`src/rtl/alu_dest_demux_pkg.sv`:
```
// Shared widths and buffer state encoding for the ALU destination demux.
package alu_dest_demux_pkg;

    localparam int unsigned WORD_W  = 16;
    localparam int unsigned DEST_N  = 4;
    localparam int unsigned DEST_W  = 2;
    localparam int unsigned COUNT_W = 8;

    typedef enum logic {
        EMPTY = 1'b0,
        FULL  = 1'b1
    } buf_state_t;

endpackage : alu_dest_demux_pkg

```
`src/rtl/dest_onehot_decoder.sv`:
```
// 2-to-4 one-hot decode of a destination index.
module dest_onehot_decoder
    import alu_dest_demux_pkg::*;
(
    input  logic [DEST_W-1:0] sel,
    output logic [DEST_N-1:0] onehot
);

    // Exactly one bit set for every index; all codes are legal.
    always_comb begin
        onehot      = '0;
        onehot[sel] = 1'b1;
    end

endmodule : dest_onehot_decoder

```
`src/rtl/alu_dest_demux.sv`:
```
// One-entry buffer steering an ALU result to one of four destinations.
module alu_dest_demux
    import alu_dest_demux_pkg::*;
(
    input  logic               CLK,
    input  logic               Reset_n,
    input  logic               InValid,
    output logic               InReady,
    input  logic [WORD_W-1:0]  Result,
    input  logic [DEST_W-1:0]  ALUDest,
    input  logic               Flush,
    output logic [DEST_N-1:0]  OutValid,
    output logic [WORD_W-1:0]  OutData,
    input  logic [DEST_N-1:0]  OutReady,
    output logic               Busy,
    output logic [COUNT_W-1:0] DeliveredCount
);

    buf_state_t        state;
    logic [DEST_W-1:0] dest;
    logic [DEST_N-1:0] dest_onehot_c;
    logic              sel_ready_c;
    logic              out_xfer_c;
    logic              in_xfer_c;

    // Decode the incoming destination so OutValid can be loaded as a flop.
    dest_onehot_decoder u_dec (
        .sel    (ALUDest),
        .onehot (dest_onehot_c)
    );

    // Only the held destination's ready matters; Flush blocks both transfers.
    assign sel_ready_c = OutReady[dest];
    assign out_xfer_c  = (state == FULL) && sel_ready_c && !Flush;
    assign InReady     = !Flush && ((state == EMPTY) || sel_ready_c);
    assign in_xfer_c   = InValid && InReady;

    // Buffer state, held word/destination, registered outputs and delivery count.
    always_ff @(posedge CLK or negedge Reset_n) begin
        if (!Reset_n) begin
            state          <= EMPTY;
            dest           <= '0;
            OutData        <= '0;
            OutValid       <= '0;
            Busy           <= 1'b0;
            DeliveredCount <= '0;
        end else begin
            if (Flush) begin
                state    <= EMPTY;
                OutValid <= '0;
                Busy     <= 1'b0;
            end else if (in_xfer_c) begin
                // Covers both EMPTY load and same-edge refill while FULL.
                state    <= FULL;
                dest     <= ALUDest;
                OutData  <= Result;
                OutValid <= dest_onehot_c;
                Busy     <= 1'b1;
            end else if (out_xfer_c) begin
                state    <= EMPTY;
                OutValid <= '0;
                Busy     <= 1'b0;
            end

            if (out_xfer_c) begin
                DeliveredCount <= DeliveredCount + COUNT_W'(1);
            end
        end
    end

endmodule : alu_dest_demux

```
`config.mk`:
```
export PLATFORM = sky130hd
export DESIGN_NAME = alu_dest_demux
export DESIGN_NICKNAME = d
export VERILOG_FILES = /design/src/rtl/alu_dest_demux_pkg.sv /design/src/rtl/dest_onehot_decoder.sv /design/src/rtl/alu_dest_demux.sv
export SDC_FILE = /design/constraint.sdc
export NUM_CORES = 1
export LEC_CHECK = 0
export ABC_CLOCK_PERIOD_IN_PS = 2000
export BUFFER_PORTS_ARGS = -buffer_cell sky130_fd_sc_hd__buf_2
export CORE_UTILIZATION = 42
export CTS_CLUSTER_SIZE = 12
export DETAILED_ROUTE_END_ITERATION = 12
export PLACE_DENSITY = 0.81
export SYNTH_ARGS = -nofsm -noshare
export SYNTH_HDL_FRONTEND = slang
export SYNTH_SLANG_ARGS = --single-unit
```
`constraint.sdc`:
```
create_clock -name CLK -period 2 [get_ports CLK]
set_clock_uncertainty 0.1 [all_clocks]
set_input_delay 0.2 -clock CLK [delete_from_list [all_inputs] [get_ports CLK]]
set_output_delay 0.2 -clock CLK [all_outputs]
set_load 0.02 [all_outputs]
```
# Yosys cells after proc, flatten, opt, wreduce, memory -nomap -nowiden

Cells that the tools add are included.

Word-level logic and storage cells: 30
Bits of input ports: 26
Register bits: 31
Output and inout port bits: 30

Mux-type cells: 10
Bitwise logic cells: 2
Reductions and logical operators: 9
Magnitude comparators: 3
Add/sub/neg operators: 1

Operators by type and width:

| kind                                                                         | count |
|---|---|
| 4-bit two-way mux                                                            | 3 |
| 8-bit by 1-bit adder with 8-bit output, second input constant                | 1 |
| 2-bit by 3-bit less-than comparator with 1-bit output, second input constant | 2 |
| 1-bit logical AND                                                            | 5 |
| 1-bit two-way mux                                                            | 5 |
| 3-bit nonzero test                                                           | 1 |
| 1-bit binary-select mux with 2-bit select                                    | 1 |
| 1-bit demux with 2-bit select                                                | 1 |
| 2-bit by 1-bit >= comparator with 1-bit output, second input constant        | 1 |
| 1-bit inverter                                                               | 2 |
| 2-bit AND reduction                                                          | 1 |
| 1-bit zero test                                                              | 1 |
| 1-bit logical OR                                                             | 1 |

# Logic depth before layout (Yosys ltp)

Gate-level depths: netlist of the first run.

Depth in word-level cells: 7
Depth in mapped cells: 5
Depth with buffers taken out: 4

# Hierarchy

From an unflattened synthesis of the first run, not the netlist that was laid out.

Cell total of the unflattened synthesis: 92
Area total of the unflattened synthesis: 1,377.6 sq um

Modules (own cells, without submodules):

| module              | cells an instance | instances | area each (sq um) | seq. area each (sq um) |
|---|---|---|---|---|
| alu_dest_demux      | 88                | 1         | 1,351.3           | 775.7 |
| dest_onehot_decoder | 4                 | 1         | 26.3              | 0.0 |

# Least setup slack after synthesis of the first run

OpenSTA, ideal clock, no wires.

Path kind: flip-flop to flip-flop
Start: register dest[0]
End: register OutData[0]
Buffers on the path: 2
Required time: 1.775 ns
Data arrival time: 1.642 ns
Stages on the path, launching flop included: 6
Clock period less this slack: 1.867 ns
Setup time: 0.125 ns
Slack: 0.133 ns
Cell sequence: dfrtp_1 mux4_2 buf_6 o21ai_4 buf_6 mux2_4

Longest elaborated chain between the ends: 6

Ends and longest elaborated chain:

| item                                      | line                 | RTL |
|---|---|---|
| start, declared                           | alu_dest_demux.sv:20 | `logic [DEST_W-1:0] dest;` |
| start signal, assigned                    | alu_dest_demux.sv:55 | `dest <= ALUDest;` |
| 1-bit binary-select mux with 2-bit select | alu_dest_demux.sv:33 | `assign sel_ready_c = OutReady[dest];` |
| 1-bit two-way mux (implied by the code)   | alu_dest_demux.sv:33 |  |
| 1-bit logical OR                          | alu_dest_demux.sv:35 | `assign InReady = !Flush && ((state == EMPTY) \|\| sel_ready_c);` |
| 1-bit logical AND                         | alu_dest_demux.sv:35 |  |
| 1-bit logical AND                         | alu_dest_demux.sv:36 | `assign in_xfer_c = InValid && InReady;` |
| 2-bit AND reduction (no source line)      | --                   |  |
| end signal, assigned                      | alu_dest_demux.sv:56 | `OutData <= Result;` |
| end, declared                             | alu_dest_demux.sv:13 | `output logic [WORD_W-1:0] OutData,` |

Every way passes these cells. The select of a mux whose other input is x is not followed.
A chain may end at the register's enable or synchronous reset.

# Final worst setup path of the first run

Start: register dest[0]
End: register OutData[14]

The elaborated chain is that of the path after synthesis.

==> results.sh, run 1 <==
export IMPL_startpoint="dest[0]"
export IMPL_synth_top_area_share_pct=56.9
export IMPL_setup_slack_ns=0.0182
export IMPL_r2r_cells=5
export IMPL_slowest_delay_ns=0.55
export IMPL_coreArea_mm2=0.00308
export IMPL_antenna_found_initial=0
export IMPL_antenna_left=0
export IMPL_htree_levels=2
export IMPL_r2r_start="dest[0]"
export IMPL_synth_area_mm2=0.00136
export IMPL_post_route_util_pct=63.0
export IMPL_numCtsBuffers=5
export IMPL_synth_area_leader_cell="dfrtp_1"
export IMPL_diodes=0
export IMPL_clock_latency_ns=0.32
export IMPL_drive_gt1_share_pct=54.7
export IMPL_fin_crit_sh_pct=99.1
export IMPL_synthArstFlopShare_pct=100
export IMPL_synth_most_common_cell="dfrtp_1"
export IMPL_num_rows=20
export IMPL_rsz0062_at_grt="yes"
export IMPL_synthTopCellsByArea="dfrtp_1 (57%), mux2_4 (11%), mux2_1 (5.0%)"
export IMPL_place_ws_ns=0.0446
export IMPL_grt_max_degree=32
export IMPL_critical_path_class="reg2reg"
export IMPL_fin_tns_setup_ns=0
export IMPL_peakVddDrop_v=0.000502
export IMPL_synth_commonest_cells="dfrtp_1 (31), mux2_4 (10), xnor2_1 (7)"
export IMPL_crit_chain="mux4_2 > buf_6 > o21ai_4 > buf_12 > mux2_2"
export IMPL_power_uw=1810
export IMPL_die_w_um=59.0
export IMPL_area_delta_synth_final_pct=42.3
export IMPL_finalNetCount=196
export IMPL_place_congestion=0.712
export IMPL_die_y_um=59.0
export IMPL_path_depth=5
export IMPL_setup_violations_final=0
export IMPL_pwr_share_comb_pct=34.6
export IMPL_p_int_uw=1190
export IMPL_drc=0
export IMPL_synth_seq_cells=31
export IMPL_root_buffer="clkbuf_4"
export IMPL_status="complete, no violations"
export IMPL_wl_um=3110
export IMPL_first_iter_violations=12
export IMPL_cp_end_kind="register"
export IMPL_syn_avg_cell_area_um2=14.8
export IMPL_netSwitchingPower_uw=617
export IMPL_slew_violations=0
export IMPL_wire_per_inst_um=14.5
export IMPL_holdCritPathClass="in2reg"
export IMPL_ys_warn_count=0
export IMPL_synth_cells=92
export IMPL_power_density_mw_per_mm2=932
export IMPL_synth_edf_count=0
export IMPL_seq_power_share_pct=46.9
export IMPL_critical_path_top_delay_family="multiplexers"
export IMPL_synthesis_nets=119
export IMPL_dieArea_mm2=0.00348
export IMPL_grt_pass1_wl_um=4780
export IMPL_dp_hpwl_um=2090
export IMPL_dr_pass1_iters=4
export IMPL_cts_buffer_depth=2
export IMPL_synth_ff_type="dfrtp_1"
export IMPL_cpMaxStageDelayCell="mux4_2"
export IMPL_io_pins=56
export IMPL_grt_use_total_pct=19.0
export IMPL_num_vias=1015
export IMPL_hold_viol_final=0
export IMPL_worstMarginPinSlew_ns=0.675
export IMPL_slew_headroom_pct=55.0
export IMPL_grt_overflow=0
export IMPL_cp_num_buf_inv=2
export IMPL_cp_arrival_ns=2.09
export IMPL_period_needed_ns=1.98
export IMPL_grt_pass1_vias=1061
export IMPL_hold_depth=2
export IMPL_clk_pin_slew_ns=0.09
export IMPL_cap_violations=0
export IMPL_swShare_pct=34.1
export IMPL_synthDistinctLibCells=23
export IMPL_startpoint_type="register"
export IMPL_p_leak_uw=0.000988
export IMPL_crit_fanout=11
export IMPL_io_buffers=55
export IMPL_start_util_pct=44.3
export IMPL_yosysSeqAreaShare_pct=56.9
export IMPL_required_ns=2.11
export IMPL_power_frac_clock_pct=18.5
export IMPL_fmax_mhz=505
export IMPL_clock_sinks=31
export IMPL_min_from="Result[7]"
export IMPL_viasPerCell=4.74
export IMPL_cts_tree="built"
## path summary, 6_finish.rpt
path / slack (ns) / end
min in group asynchronous: 0.34 / OutData[0]
max in group asynchronous: 1.01 / OutData[14]
worst max-delay path: 0.02 / OutData[14]
worst max register to register: 0.02 / OutData[14]
worst min-delay path: 0.02 / OutData[7]
worst min register to register: 0.38 / DeliveredCount[7]
## layout make-up
type                    instances  area (µm²)
fillers                       255        1140
flip-flops and latches         31         776
multi-input cells              56         579
repair buffers                 74         477
well taps                      44        55.1
clock buffers                   7        45.0
clock inverters                 1        5.00
inverters                       1        3.75
## routing by layer
layer  track usage (%)  share of wire, %  vias up  wire length, µm
li1                  -                 -      478                -
met1              18.9                38      496             1180
met5                 0                 0        -                0
met3              7.42               6.8        2              212
met2              36.9                54       39             1690
met4              4.08              0.61        0               19
## worst register-to-register path: stages (launching register included)
cell     delay, ns
dfrtp_1       0.37
mux4_2        0.55
buf_6         0.15
o21ai_4       0.19
buf_12        0.18
mux2_2        0.34
## through the flow
step / hold slack [ns] / std cells / instance area [µm²]
after floorplan: -0.196 / 92 / 1360
after detailed placement: 0.178 / 190 / 1690
after global placement: 0.153 / 190 / 1690
after CTS: 0.00150 / 213 / 1900
final: 0.0180 / 214 / 1940
after global routing: 0.00648 / 214 / 1940
## layout by cell type (no fill, tap or decap), types with 2 or more instances in the layout
cell type	n
and3_1	2
and4_1	3
buf_2	54
buf_4	3
buf_6	3
clkbuf_1	2
clkbuf_4	5
dfrtp_1	31
dlygate4sd3_1	13
mux2_2	3
mux2_4	16
nand2_1	2
nand2b_1	2
nand3_1	3
nand4_1	3
nor2b_1	3
o2bb2ai_1	4
xnor2_1	7
## power by group through the flow
stage,Sequential [µW],Clock (µW),Combinational (µW)
finish,847,335,626
floorplan,984,0,220
CTS,846,354,599
detailed placement,855,0,553
global placement,849,0,537
global route,862,370,670
## cells by family (layout without fill, tap and decap cells)
| kind of cell | Yosys count | in the layout | synth area share (%) |
|---|---|---|---|
| multiplexers | 20 | 20 | 20.1 |
| XOR/XNOR | 7 | 7 | 4.50 |
| AO/OA/AOI/OAI | 7 | 7 | 5.41 |
| adder cells (fa/ha/maj) | 1 | 1 | 0.917 |
| flip-flops | 31 | 31 | 56.9 |
| AND/OR/NAND/NOR | 21 | 21 | 9.18 |
| buffers and inverters | 5 | 83 | 3.03 |
## registers in the layout, indices dropped and copies added (netlist names)
register / flops
OutValid: 4
state: 1
OutData: 16
dest: 2
DeliveredCount: 8
## timing repair
action / 4_1_cts / 5_1_grt
setup endpoints to repair: 1 / 19
pin swaps: 1 / 1
hold endpoints to repair: 42 / 1
buffers inserted: 3 / 0
gates resized for setup: 4 / 9
hold buffers: 12 / 1
Power figures use the tool's default switching activity.
==> inputs of run 2 (changes only) <==
--- a/config.mk
+++ b/config.mk
@@ -6,5 +6,4 @@
 export NUM_CORES = 1
 export LEC_CHECK = 0
-export ABC_CLOCK_PERIOD_IN_PS = 2000
 export BUFFER_PORTS_ARGS = -buffer_cell sky130_fd_sc_hd__buf_2
 export CORE_UTILIZATION = 42
==> constraint.sdc (replaced) <==
create_clock -name CLK -period 2 [get_ports CLK]
set_clock_uncertainty 0.1 [all_clocks]
set_input_delay 0.2 -clock CLK [delete_from_list [all_inputs] [get_ports CLK]]
set_output_delay 0.2 -clock CLK [all_outputs]
set_load 0.1 [all_outputs]
==> run 2 against run 1 <==
Net effect:
- setup slack gained 0.039 ns
- combinational power grew 110%
- via count shrank 2.2%
- final area shrank 2.3%
- fmax grew 2.0%
- global-route usage grew 0.15 points
- utilization shrank 1.5 points
- non-clock buffer count shrank 4
- clock power is essentially flat
- first-iteration DRC count grew 58%
- critical endpoint is now InReady
==> results.sh, run 2 (same netlist as run 1, synthesis figures left out) <==
export IMPL_drive_gt1_share_pct=50.6
export IMPL_cp_arrival_ns=1.64
export IMPL_clock_latency_ns=0.32
export IMPL_setup_violations_final=0
export IMPL_num_vias=993
export IMPL_numCtsBuffers=5
export IMPL_area_delta_synth_final_pct=39.0
export IMPL_start_util_pct=44.3
export IMPL_mostFrequentLayoutCells="buf_2 (54), dfrtp_1 (30), dlygate4sd3_1 (13)"
export IMPL_grt_use_total_pct=19.2
export IMPL_fmax_mhz=515
export IMPL_drc=0
export IMPL_die_y_um=59.0
export IMPL_fin_crit_sh_pct=97.2
export IMPL_holdCritPathClass="in2reg"
export IMPL_layout_commonest_cell="buf_2"
export IMPL_cap_violations=0
export IMPL_rsz0062_at_grt="yes"
export IMPL_required_ns=1.70
export IMPL_slew_violations=0
export IMPL_io_buffers=55
export IMPL_fin_area_mm2=0.00190
export IMPL_coreArea_mm2=0.00308
export IMPL_grt_pass1_vias=1049
export IMPL_crit_chain="mux4_2 > nor2_4 > nor2_4 > buf_12"
export IMPL_cts_tree="built"
export IMPL_wire_per_inst_um=14.1
export IMPL_startpoint_type="register"
export IMPL_worstMarginPinSlew_ns=0.676
export IMPL_crit_fanout=3
export IMPL_slowest_delay_ns=0.58
export IMPL_diodes=0
export IMPL_clock_sinks=31
export IMPL_hold_viol_final=0
export IMPL_place_congestion=0.712
export IMPL_die_w_um=59.0
export IMPL_first_iter_violations=19
export IMPL_reg_top3="OutData: 16 flops, DeliveredCount: 8 flops, OutValid: 4 flops"
export IMPL_wl_um=2950
export IMPL_io_pins=56
export IMPL_grt_pass1_wl_um=4800
export IMPL_power_density_mw_per_mm2=1310
export IMPL_cp_end_kind="primary output"
export IMPL_period_needed_ns=1.94
export IMPL_viasPerCell=4.73
export IMPL_antenna_found_initial=0
export IMPL_critical_path_class="reg2out"
export IMPL_dr_pass1_iters=4
export IMPL_num_rows=20
export IMPL_antenna_left=0
export IMPL_htree_levels=2
export IMPL_holdWs_ns=0.0129
export IMPL_peakVddDrop_v=0.00134
export IMPL_dp_hpwl_um=1960
export IMPL_clk_pin_slew_ns=0.09
export IMPL_top_register="OutData"
export IMPL_grt_overflow=0
export IMPL_root_buffer="clkbuf_4"
export IMPL_finalNetCount=192
export IMPL_dieArea_mm2=0.00348
export IMPL_largest_reg_flops=16
export IMPL_cpMaxStageDelayCell="mux4_2"
export IMPL_crit_top_cell="nor2_4"
export IMPL_grt_max_degree=32
export IMPL_slew_headroom_pct=55.0
export IMPL_fillCellCount=254
export IMPL_p_leak_uw=0.000941
export IMPL_cts_setup_buffers=0
export IMPL_status="complete, no violations"
export IMPL_cts_buffer_depth=2
export IMPL_placed_cell_area_mm2=0.00169
[run 2: per-layer routing]
layer | wire [µm] | up-vias | global-route usage [%]
met2 | 1490 | 47 | 33.4
met3 | 226 | 2 | 7.42
met4 | 23 | 0 | 6.46
met1 | 1210 | 471 | 21.4
li1 | - | 473 | -
met5 | 0 | - | 0
[run 2: final cells by class]
type                            count  area [µm²]  area share (%)
Tap cell                           44        55.1            2.90
Clock buffer                        7        45.0            2.38
Timing Repair Buffer               70         448            23.6
Clock inverter                      1        5.00           0.264
Inverter                            1        3.75           0.198
Sequential cell                    31         777            41.0
Multi-Input combinational cell     56         562            29.6
[run 2: timing repair]
item | in CTS | in global routing
hold buffers | 12 | 1
hold endpoints to repair | 42 | 1
setup endpoints to repair | 1 | 1
gates resized for setup | 4 | 2
[run 2: worst max-delay path: cells and delay by family (launching register included)]
family,cells,cell delay [ns]
buf+inv,1,0.16
mux,1,0.58
flops,1,0.38
simple gates,2,0.20
[run 2: path summary, 6_finish.rpt]
kind | startpoint | endpoint | slack, ns | cells past startpoint
worst max-delay path | dest[0] | InReady | 0.06 | 4
worst min register to register | DeliveredCount[7] | DeliveredCount[7] | 0.38 | 1
worst max register to register | dest[0] | dest[0] | 0.10 | 4
max in group asynchronous | Reset_n | state | 0.97 | 2
worst min-delay path | Result[2] | OutData[2] | 0.01 | 2
min in group asynchronous | Reset_n | OutData[9] | 0.34 | 2
[run 2: power by group]
| part | switching [µW] | internal, µW |
|---|---|---|
| Sequential | 98.4 | 746 |
| Combinational | 1020 | 270 |
| Clock | 199 | 137 |
| Total | 1320 | 1150 |
[run 2: metrics by stage]
step | std cells | util [%] | setup slack, ns | TNS, ns | total power (µW)
after floorplan | 92 | - | 0.0372 | 0 | 1900
after global placement | 189 | 55.0 | 0.190 | 0 | 2100
after detailed placement | 189 | 55.0 | 0.132 | 0 | 2120
after CTS | 209 | 61.0 | 0.0326 | 0 | 2480
after global routing | 210 | 61.6 | -0.0201 | -0.0201 | 2580
final | 210 | 61.6 | 0.0568 | 0 | 2470
